## src/rtl/conv554_seq_pkg.sv

```systemverilog
// Shared types and constants for the conv554_seq 5x5 sliding-window sequencer.
package conv554_seq_pkg;

  localparam int KSIZE   = 5;
  localparam int COORD_W = 10;

  typedef enum logic [1:0] {
    ST_IDLE  = 2'd0,
    ST_FEED  = 2'd1,
    ST_DRAIN = 2'd2,
    ST_DONE  = 2'd3
  } state_e;

  typedef struct packed {
    logic               valid;
    logic [COORD_W-1:0] row;
    logic [COORD_W-1:0] col;
  } tag_t;

endpackage

```

## src/rtl/conv554_seq_vpipe.sv

```systemverilog
// LAT-deep tag/coordinate pipeline that tracks columns in flight through the conv unit.
module conv554_seq_vpipe
  import conv554_seq_pkg::*;
#(
  parameter int LAT = 2
) (
  input  logic clk,
  input  logic rst,
  input  logic adv_i,
  input  tag_t tag_i,
  output tag_t tail_o
);

  tag_t [LAT:0] chain;

  assign chain[0] = tag_i;

  // Every stage moves together; a stall freezes the whole pipe in step with the conv unit.
  for (genvar gi = 0; gi < LAT; gi++) begin : g_stage
    tag_t stage_q;

    always_ff @(posedge clk) begin
      if (rst) begin
        stage_q <= '0;
      end else if (adv_i) begin
        stage_q <= chain[gi];
      end
    end

    assign chain[gi+1] = stage_q;
  end

  assign tail_o = chain[LAT];

endmodule

```

## src/rtl/conv554_seq.sv

```systemverilog
// Feeds image columns to a 4-channel 5x5 conv unit and emits biased results with a valid/ready handshake.
// Optional clamp of negative results to zero when CONV554_SEQ_RELU_EN is defined.
module conv554_seq
  import conv554_seq_pkg::*;
#(
  parameter int BIT_WIDTH = 8,
  parameter int OUT_WIDTH = 32,
  parameter int IMG_W     = 32,
  parameter int IMG_H     = 32,
  parameter int LAT       = 2
) (
  input  logic                        clk,
  input  logic                        rst,
  input  logic                        start,
  output logic                        busy,
  output logic                        done,
  output logic [COORD_W-1:0]          rd_row,
  output logic [COORD_W-1:0]          rd_col,
  output logic                        conv_en,
  input  logic signed [OUT_WIDTH-1:0] conv_value,
  input  logic signed [BIT_WIDTH-1:0] bias,
  output logic                        out_valid,
  input  logic                        out_ready,
  output logic signed [OUT_WIDTH-1:0] out_data,
  output logic [COORD_W-1:0]          out_row,
  output logic [COORD_W-1:0]          out_col
);

  localparam logic [COORD_W-1:0] LAST_COL   = COORD_W'(IMG_W - 1);
  localparam logic [COORD_W-1:0] LAST_ROW   = COORD_W'(IMG_H - KSIZE);
  localparam logic [COORD_W-1:0] FIRST_WIN  = COORD_W'(KSIZE - 1);
  localparam logic [3:0]         LAST_DRAIN = 4'(LAT - 1);

  state_e             state_q, state_d;
  logic [COORD_W-1:0] row_q, row_d;
  logic [COORD_W-1:0] col_q, col_d;
  logic [3:0]         drain_q, drain_d;

  logic                        out_valid_q;
  logic signed [OUT_WIDTH-1:0] out_data_q;
  logic [COORD_W-1:0]          out_row_q;
  logic [COORD_W-1:0]          out_col_q;

  logic                        stall;
  logic                        issue;
  tag_t                        tag_in;
  tag_t                        tail;
  logic signed [OUT_WIDTH-1:0] bias_ext;
  logic signed [OUT_WIDTH-1:0] sum;
  logic signed [OUT_WIDTH-1:0] result;

  assign stall = out_valid_q && !out_ready;
  assign issue = (state_q == ST_FEED) && !stall;

  always_comb begin
    state_d = state_q;
    row_d   = row_q;
    col_d   = col_q;
    drain_d = drain_q;
    case (state_q)
      ST_IDLE: begin
        if (start) begin
          state_d = ST_FEED;
          row_d   = '0;
          col_d   = '0;
        end
      end
      ST_FEED: begin
        if (!stall) begin
          if (col_q == LAST_COL) begin
            state_d = ST_DRAIN;
            drain_d = '0;
          end else begin
            col_d = col_q + 1'b1;
          end
        end
      end
      ST_DRAIN: begin
        if (!stall) begin
          if (drain_q == LAST_DRAIN) begin
            if (row_q < LAST_ROW) begin
              state_d = ST_FEED;
              row_d   = row_q + 1'b1;
              col_d   = '0;
            end else begin
              state_d = ST_DONE;
            end
          end else begin
            drain_d = drain_q + 1'b1;
          end
        end
      end
      ST_DONE: begin
        // Hold here until the final result has left the output register.
        if (!out_valid_q) begin
          state_d = ST_IDLE;
        end
      end
      default: state_d = ST_IDLE;
    endcase
  end

  always_ff @(posedge clk) begin
    if (rst) begin
      state_q <= ST_IDLE;
      row_q   <= '0;
      col_q   <= '0;
      drain_q <= '0;
    end else begin
      state_q <= state_d;
      row_q   <= row_d;
      col_q   <= col_d;
      drain_q <= drain_d;
    end
  end

  assign tag_in.valid = issue && (col_q >= FIRST_WIN);
  assign tag_in.row   = row_q;
  assign tag_in.col   = col_q - FIRST_WIN;

  conv554_seq_vpipe #(
    .LAT (LAT)
  ) u_vpipe (
    .clk    (clk),
    .rst    (rst),
    .adv_i  (!stall),
    .tag_i  (tag_in),
    .tail_o (tail)
  );

  assign bias_ext = OUT_WIDTH'(bias);
  assign sum      = conv_value + bias_ext;

`ifdef CONV554_SEQ_RELU_EN
  assign result = sum[OUT_WIDTH-1] ? '0 : sum;
`else
  assign result = sum;
`endif

  // conv_value lines up with the tag arriving at the pipe tail; capture both together.
  always_ff @(posedge clk) begin
    if (rst) begin
      out_valid_q <= 1'b0;
      out_data_q  <= '0;
      out_row_q   <= '0;
      out_col_q   <= '0;
    end else if (!stall) begin
      out_valid_q <= tail.valid;
      if (tail.valid) begin
        out_data_q <= result;
        out_row_q  <= tail.row;
        out_col_q  <= tail.col;
      end
    end
  end

  assign busy      = (state_q != ST_IDLE);
  assign done      = (state_q == ST_DONE) && !out_valid_q;
  assign rd_row    = row_q;
  assign rd_col    = col_q;
  assign conv_en   = issue;
  assign out_valid = out_valid_q;
  assign out_data  = out_data_q;
  assign out_row   = out_row_q;
  assign out_col   = out_col_q;

endmodule

```

## config.mk

```make
export PLATFORM = sky130hd
export DESIGN_NAME = conv554_seq
export DESIGN_NICKNAME = d
export VERILOG_FILES = /design/src/rtl/conv554_seq_pkg.sv /design/src/rtl/conv554_seq_vpipe.sv /design/src/rtl/conv554_seq.sv
export SDC_FILE = /design/constraint.sdc
export NUM_CORES = 1
export LEC_CHECK = 0
export ABC_AREA = 1
export BUFFER_PORTS_ARGS = -buffer_cell sky130_fd_sc_hd__buf_2
export CAP_MARGIN = 0
export CORE_UTILIZATION = 38
export DETAILED_ROUTE_END_ITERATION = 7
export PLACE_DENSITY = 0.65
export SYNTH_ARGS = -nofsm -noshare
export SYNTH_HDL_FRONTEND = slang
export SYNTH_SLANG_ARGS = --single-unit
```

## constraint.sdc

```tcl
create_clock -name clk -period 1.5 [get_ports clk]
set_input_delay 0.075 -clock clk [delete_from_list [all_inputs] [get_ports clk]]
set_output_delay 0.075 -clock clk [all_outputs]
set_load 0.01 [all_outputs]
```

* Word-level counts from Yosys, hierarchy flattened
Index checks and enable logic that the tools add are counted.
Widths: inputs -> output; s select.
** Storage, ports and cells
- Bits in registers :: 121
- Bits in latches :: 0
- RAM bits :: 0
- Bits in read-only memories :: 0
- Bits of input ports :: 44
- Output and inout bits :: 76
- Logic and storage cells :: 77
- Memories :: 0
** Operators by class
- Add/subtract/negate cells :: 5
- Multipliers :: 0
- Divide/modulo/power cells :: 0
- Order comparisons :: 2
- Equality and inequality tests :: 14
- Shifts and indexed selects :: 0
- Muxes and demuxes :: 24
- Bitwise logic cells :: 1
- Reduce and logical (&&, ||, !) cells :: 17
** Operator list (count)
- $mux 10 :: 9
- $add 32x8->32 :: 1
- $pmux 10 s3 :: 1
- $add 10x1->10 const B :: 2
- $pmux 10 s2 :: 1
- $mux 4 :: 4
- $ne 2x2->1 const B :: 8
- $mux 2 :: 7
- $eq 10x5->1 const B :: 1
- $ge 10x3->1 const B :: 1
- $lt 10x5->1 const B :: 1
- $reduce_and 5->1 :: 2
- $sub 10x3->10 const B :: 1
- $pmux 2 s4 :: 1
- $pmux 4 s2 :: 1
- $reduce_and 7->1 :: 1
- $reduce_and 6->1 :: 1
- $reduce_bool 2->1 :: 3
- $add 4x1->4 const B :: 1
- $eq 2x2->1 const B :: 2
- $eq 4x1->1 const B :: 1
- $logic_and 1x1->1 :: 4
- $logic_not 1->1 :: 3
- $reduce_bool 3->1 :: 1
- 5 further kinds :: 5

* Logic depth before layout (Yosys ltp)
- Word-level depth :: 5
- Gate-level depth with buffers :: 14
- Mapped depth without buffers :: 14

* Cells and area by module
A second synthesis with hierarchy kept.
** Second synthesis, totals
- Cells, all modules :: 1270
- Area total of the unflattened synthesis :: 7713.6 µm²
** Modules (own cells, without submodules)
- conv554_seq :: times used 1, cells an instance 983, area an instance 5853.1 µm², seq. area each 1581.5 µm²
- conv554_seq_vpipe :: times used 1, cells an instance 287, area an instance 1860.5 µm², seq. area each 840.8 µm²

* Worst setup path before layout
No wires, ideal clock.
- Kind :: input to register
- From :: input port conv_value[0]
- To :: register out_data_q[14], in the netlist out_data[14]
- Setup time :: 115 ps
- Arrival time :: 1502 ps
- Required time :: 1385 ps
- Setup slack :: -118 ps
- Stages :: 11
- Buffers on the path :: 0
- Path through :: ha_1 fa_1 nand3_1 nand3_1 nand2_1 nand2_1 nand2_1 nand2_1 xor2_1 o21ai_0 inv_1
** Between the ends
- Longest elaborated chain between the ends :: 1
** Ends and longest elaborated chain
- from (decl) :: RTL line conv554_seq.sv:20 : input logic signed [OUT_WIDTH-1:0] conv_value,
- $add 32x8->32 :: RTL line conv554_seq.sv:132 : assign sum = conv_value + bias_ext;
- to (signal assigned) :: RTL line conv554_seq.sv:150 : out_data_q <= result;
- to (decl) :: RTL line conv554_seq.sv:40 : logic signed [OUT_WIDTH-1:0] out_data_q;
No other way between the ends.
A chain may end at the register's enable or synchronous reset.

* Worst setup path after layout
- From :: register drain_q[1]
- To :: register col_q[9], in the netlist rd_col[9]
** Between the ends
- Longest elaborated chain between the ends :: 3
** Ends and longest elaborated chain
- from (decl) :: RTL line conv554_seq.sv:37 : logic [3:0] drain_q, drain_d;
- from (signal assigned) :: RTL line conv554_seq.sv:113 : drain_q <= drain_d;
- $eq 4x1->1 :: RTL line conv554_seq.sv:80 : if (drain_q == LAST_DRAIN) begin
- $ne 2x2->1 (no source line)
- $reduce_and 7->1 (no source line)
- to (signal assigned) :: RTL line conv554_seq.sv:112 : col_q <= col_d;
- to (decl) :: RTL line conv554_seq.sv:36 : logic [COORD_W-1:0] col_q, col_d;
No other way between the ends.

==> results.py <==
metrics = {
    "timing": {
        "whs_ns": 0.04222,
        "setup_tns_ns": -0.001346,
        "fin_crit_sh": 1.001,
        "relSlewSlack": 0.7265,
        "rsz0062_at_grt": "true",
        "finClkSkew_ns": 0.01060,
        "drv_slew": 0,
        "hold_violations": 0,
        "finalSetupViolCount": 1,
        "worstMarginPinSlew_ns": 0.4083,
        "worst_slack_ns": -0.001346,
        "min_period_ns": 1.501,
        "fmax_mhz": 666.1,
    },
    "pwr": {
        "vdd_drop_max_mv": 1.036,
        "power.leakage_nw": 5.190,
        "fin_total_pwr_mw": 11.07,
        "powerDensity_nw_per_um2": 1145,
    },
    "critical_path": {
        "worstSetupStartpointType": "flop",
        "crit_fanout": 3,
        "cp-end-kind": "flop",
        "cp_slowest_cell": "dfxtp_2",
        "cp_num_buf_inv": 2,
        "critPathMaxStageDelay_ns": 0.32,
        "worstPathArrival_ns": 1.79,
        "cp.required_ns": 1.79,
        "crit_family": "compound AO/OA/AOI/OAI gates",
        "crit_type": "reg -> reg",
        "crit_chain": "inv_2 -> ha_4 -> nand2_4 -> nor2_4 -> o21ai_2 -> o21ai_4 -> nand2_4 -> buf_6 -> o21ai_4 -> a21oi_2",
    },
    "die": {
        "core-area_um2": 18770,
        "die_x_um": 140.6,
        "start_util": 0.3887,
        "dieArea_um2": 19760,
        "die_y_um": 140.6,
        "ios": 120,
        "rows": 50,
    },
    "global_routing": {
        "antenna_found_initial": 0,
        "grt_usage": 0.2025,
        "grt_start_max_net_pins": 52,
        "grt_pass1_vias": 6750,
        "grt_pass1_wl_um": 32270,
        "grt-ovfl-total": 0,
    },
    "synth": {
        "synth.largest_area_cell": "dfxtp_1",
        "ys_seq_area_frac": 0.3320,
        "ys.flop_type": "dfxtp_1",
        "synth.ff_latch_count": 121,
        "synth_edf_count": 0,
        "synth.net_count": 1238,
        "synth_top_cells_by_area": "dfxtp_1, nand2_1, nor2_1",
        "yosys_warnings": 0,
        "ys_types": 43,
        "yosysMostFrequentCell": "nand2_1",
        "async_flop_share": 0,
        "syn_inst": 1154,
        "syn_avg_cell_area_um2": 6.322,
        "syn_area_um2": 7296,
        "yosysTopAreaCellShare": 0.3320,
        "yosys-top-cells-count": "nand2_1, nor2_1, inv_1",
    },
    "placement": {
        "dp_slack_ns": -0.5345,
        "hpwl_um": 14760,
        "gp_congestion": 0.8706,
        "dp.cells": 1554,
        "portBuffers": 119,
    },
    "finish": {
        "register_area_um2": 2435,
        "syn_to_final_growth_pct": 32.55,
        "layout.cells.non_filler": 1591,
        "multiInputGateArea_um2": 4217,
        "nNetsFinal": 1428,
        "drive_gt1_frac": 0.2506,
        "antennaDiodeCount": 0,
        "nFillCells": 1888,
    },
    "outcome": {
        "status": "finished with violations",
        "violations": "negative setup slack",
    },
    "clocking": {
        "cts-root-buf": "clkbuf_16",
        "cts.sinks": 121,
        "cts_buffers": 17,
        "cts_tree": "built",
        "htreeDepth": 4,
        "clk_path_buf_depth": 2,
        "cts_hold_buf": 0,
        "path_clk_slew_ns": 0.06,
        "worst_skew_pair.late_latency_ns": 0.40,
    },
    "route": {
        "detail-route-antenna-nets": 0,
        "via_per_inst": 4.683,
        "vias": 7450,
        "drt_iter0_markers": 359,
        "drc": 0,
        "wirelength_um": 20020,
        "dr.pass1.iters": 6,
        "post_drt_wl_per_cell_um": 12.58,
    },
    "flow_run": {
        "drv_cap": 0,
    },
    "min_path": {
        "hold_class": "in -> reg",
    },
}
==> placed cells by master (no fill, tap or decap), types with 13 or more instances in the layout <==
cell type	count
nand3_1	40
nand2_1	269
dfxtp_1	113
inv_1	162
buf_2	118
nor2_1	205
buf_4	89
a21oi_1	45
clkbuf_16	18
nand2_2	13
ha_1	33
xor2_1	20
o21ai_0	85
==> worst paths after layout <==
check / end / startpoint / slack [ns] / cells after the start
max reg2reg: rd_col[9] / drain_q[1] / -0.001 / 10
max: rd_col[9] / drain_q[1] / -0.001 / 10
min: out_data[0] / bias[0] / 0.04 / 4
min reg2reg: u_vpipe.chain[41] / u_vpipe.chain[41] / 0.47 / 2
==> registers in the layout, indices dropped and copies added, names as in the netlist <==
name,count
out_data,32
out_valid,1
drain_q,4
u_vpipe.chain,21
out_col,10
state_q,2
u_vpipe.tail_o,21
rd_col,10
out_row,10
rd_row,10
==> routing by layer <==
metal / share of wire / routed length (um) / track usage / up-vias
li1: - / - / - / 3971
met1: 0.47 / 9455 / 0.2592 / 3317
met2: 0.47 / 9400 / 0.3447 / 148
met3: 0.050 / 1002 / 0.04684 / 14
met4: 0.0081 / 162 / 0.04577 / 0
met5: 0 / 0 / 0 / -
==> power breakdown <==
group / leakage (nW) / total [mW] / internal, mW / switching (mW)
Combinational: 3.92 / 3.42 / 1.42 / 1.99
Clock: 0.282 / 4.10 / 2.55 / 1.55
Sequential: 0.985 / 3.55 / 3.42 / 0.138
==> worst reg2reg max path, delay by kind of cell (launching register included) <==
kind                     cells  cell delay, ns
buffers and inverters        2            0.20
AO/OA/AOI/OAI                4            0.50
AND/OR/NAND/NOR              3            0.26
flip-flops                   1            0.32
adder cells (fa/ha/maj)      1            0.13
==> logic make-up after synthesis <==
family,Yosys count,share of synthesized area
xor+xnor,23,0.02761
flops,121,0.3320
simple gates,582,0.3217
buf+inv,224,0.1254
compound gates,164,0.1237
fa+ha+maj,40,0.06963
==> cell type report <==
type / instances / share of cell area
clock buffers: 19 / 0.04684
repair buffers: 218 / 0.1497
multi-input cells: 809 / 0.4360
well taps: 234 / 0.03028
flip-flops and latches: 121 / 0.2518
clock inverters: 13 / 0.01488
inverters: 177 / 0.07051
==> repair_timing <==
item | CTS | global route
pin swaps | 6 | 25
buffers inserted | 2 | 2
gates resized for setup | 17 | 68
setup endpoints to repair | 29 | 46
gates cloned | 0 | 1
endpoints found under the hold margin | 0 | 0
==> metrics by stage <==
stage | utilization | cell area [um2]
3_5_place_dp | 0.4651 | 8730
3_3_place_gp | 0.4651 | 8730
6_report | 0.5153 | 9671
5_1_grt | 0.5153 | 9671
4_1_cts | 0.5005 | 9393
2_1_floorplan | - | 7312
(Power assumes the default switching activity.)
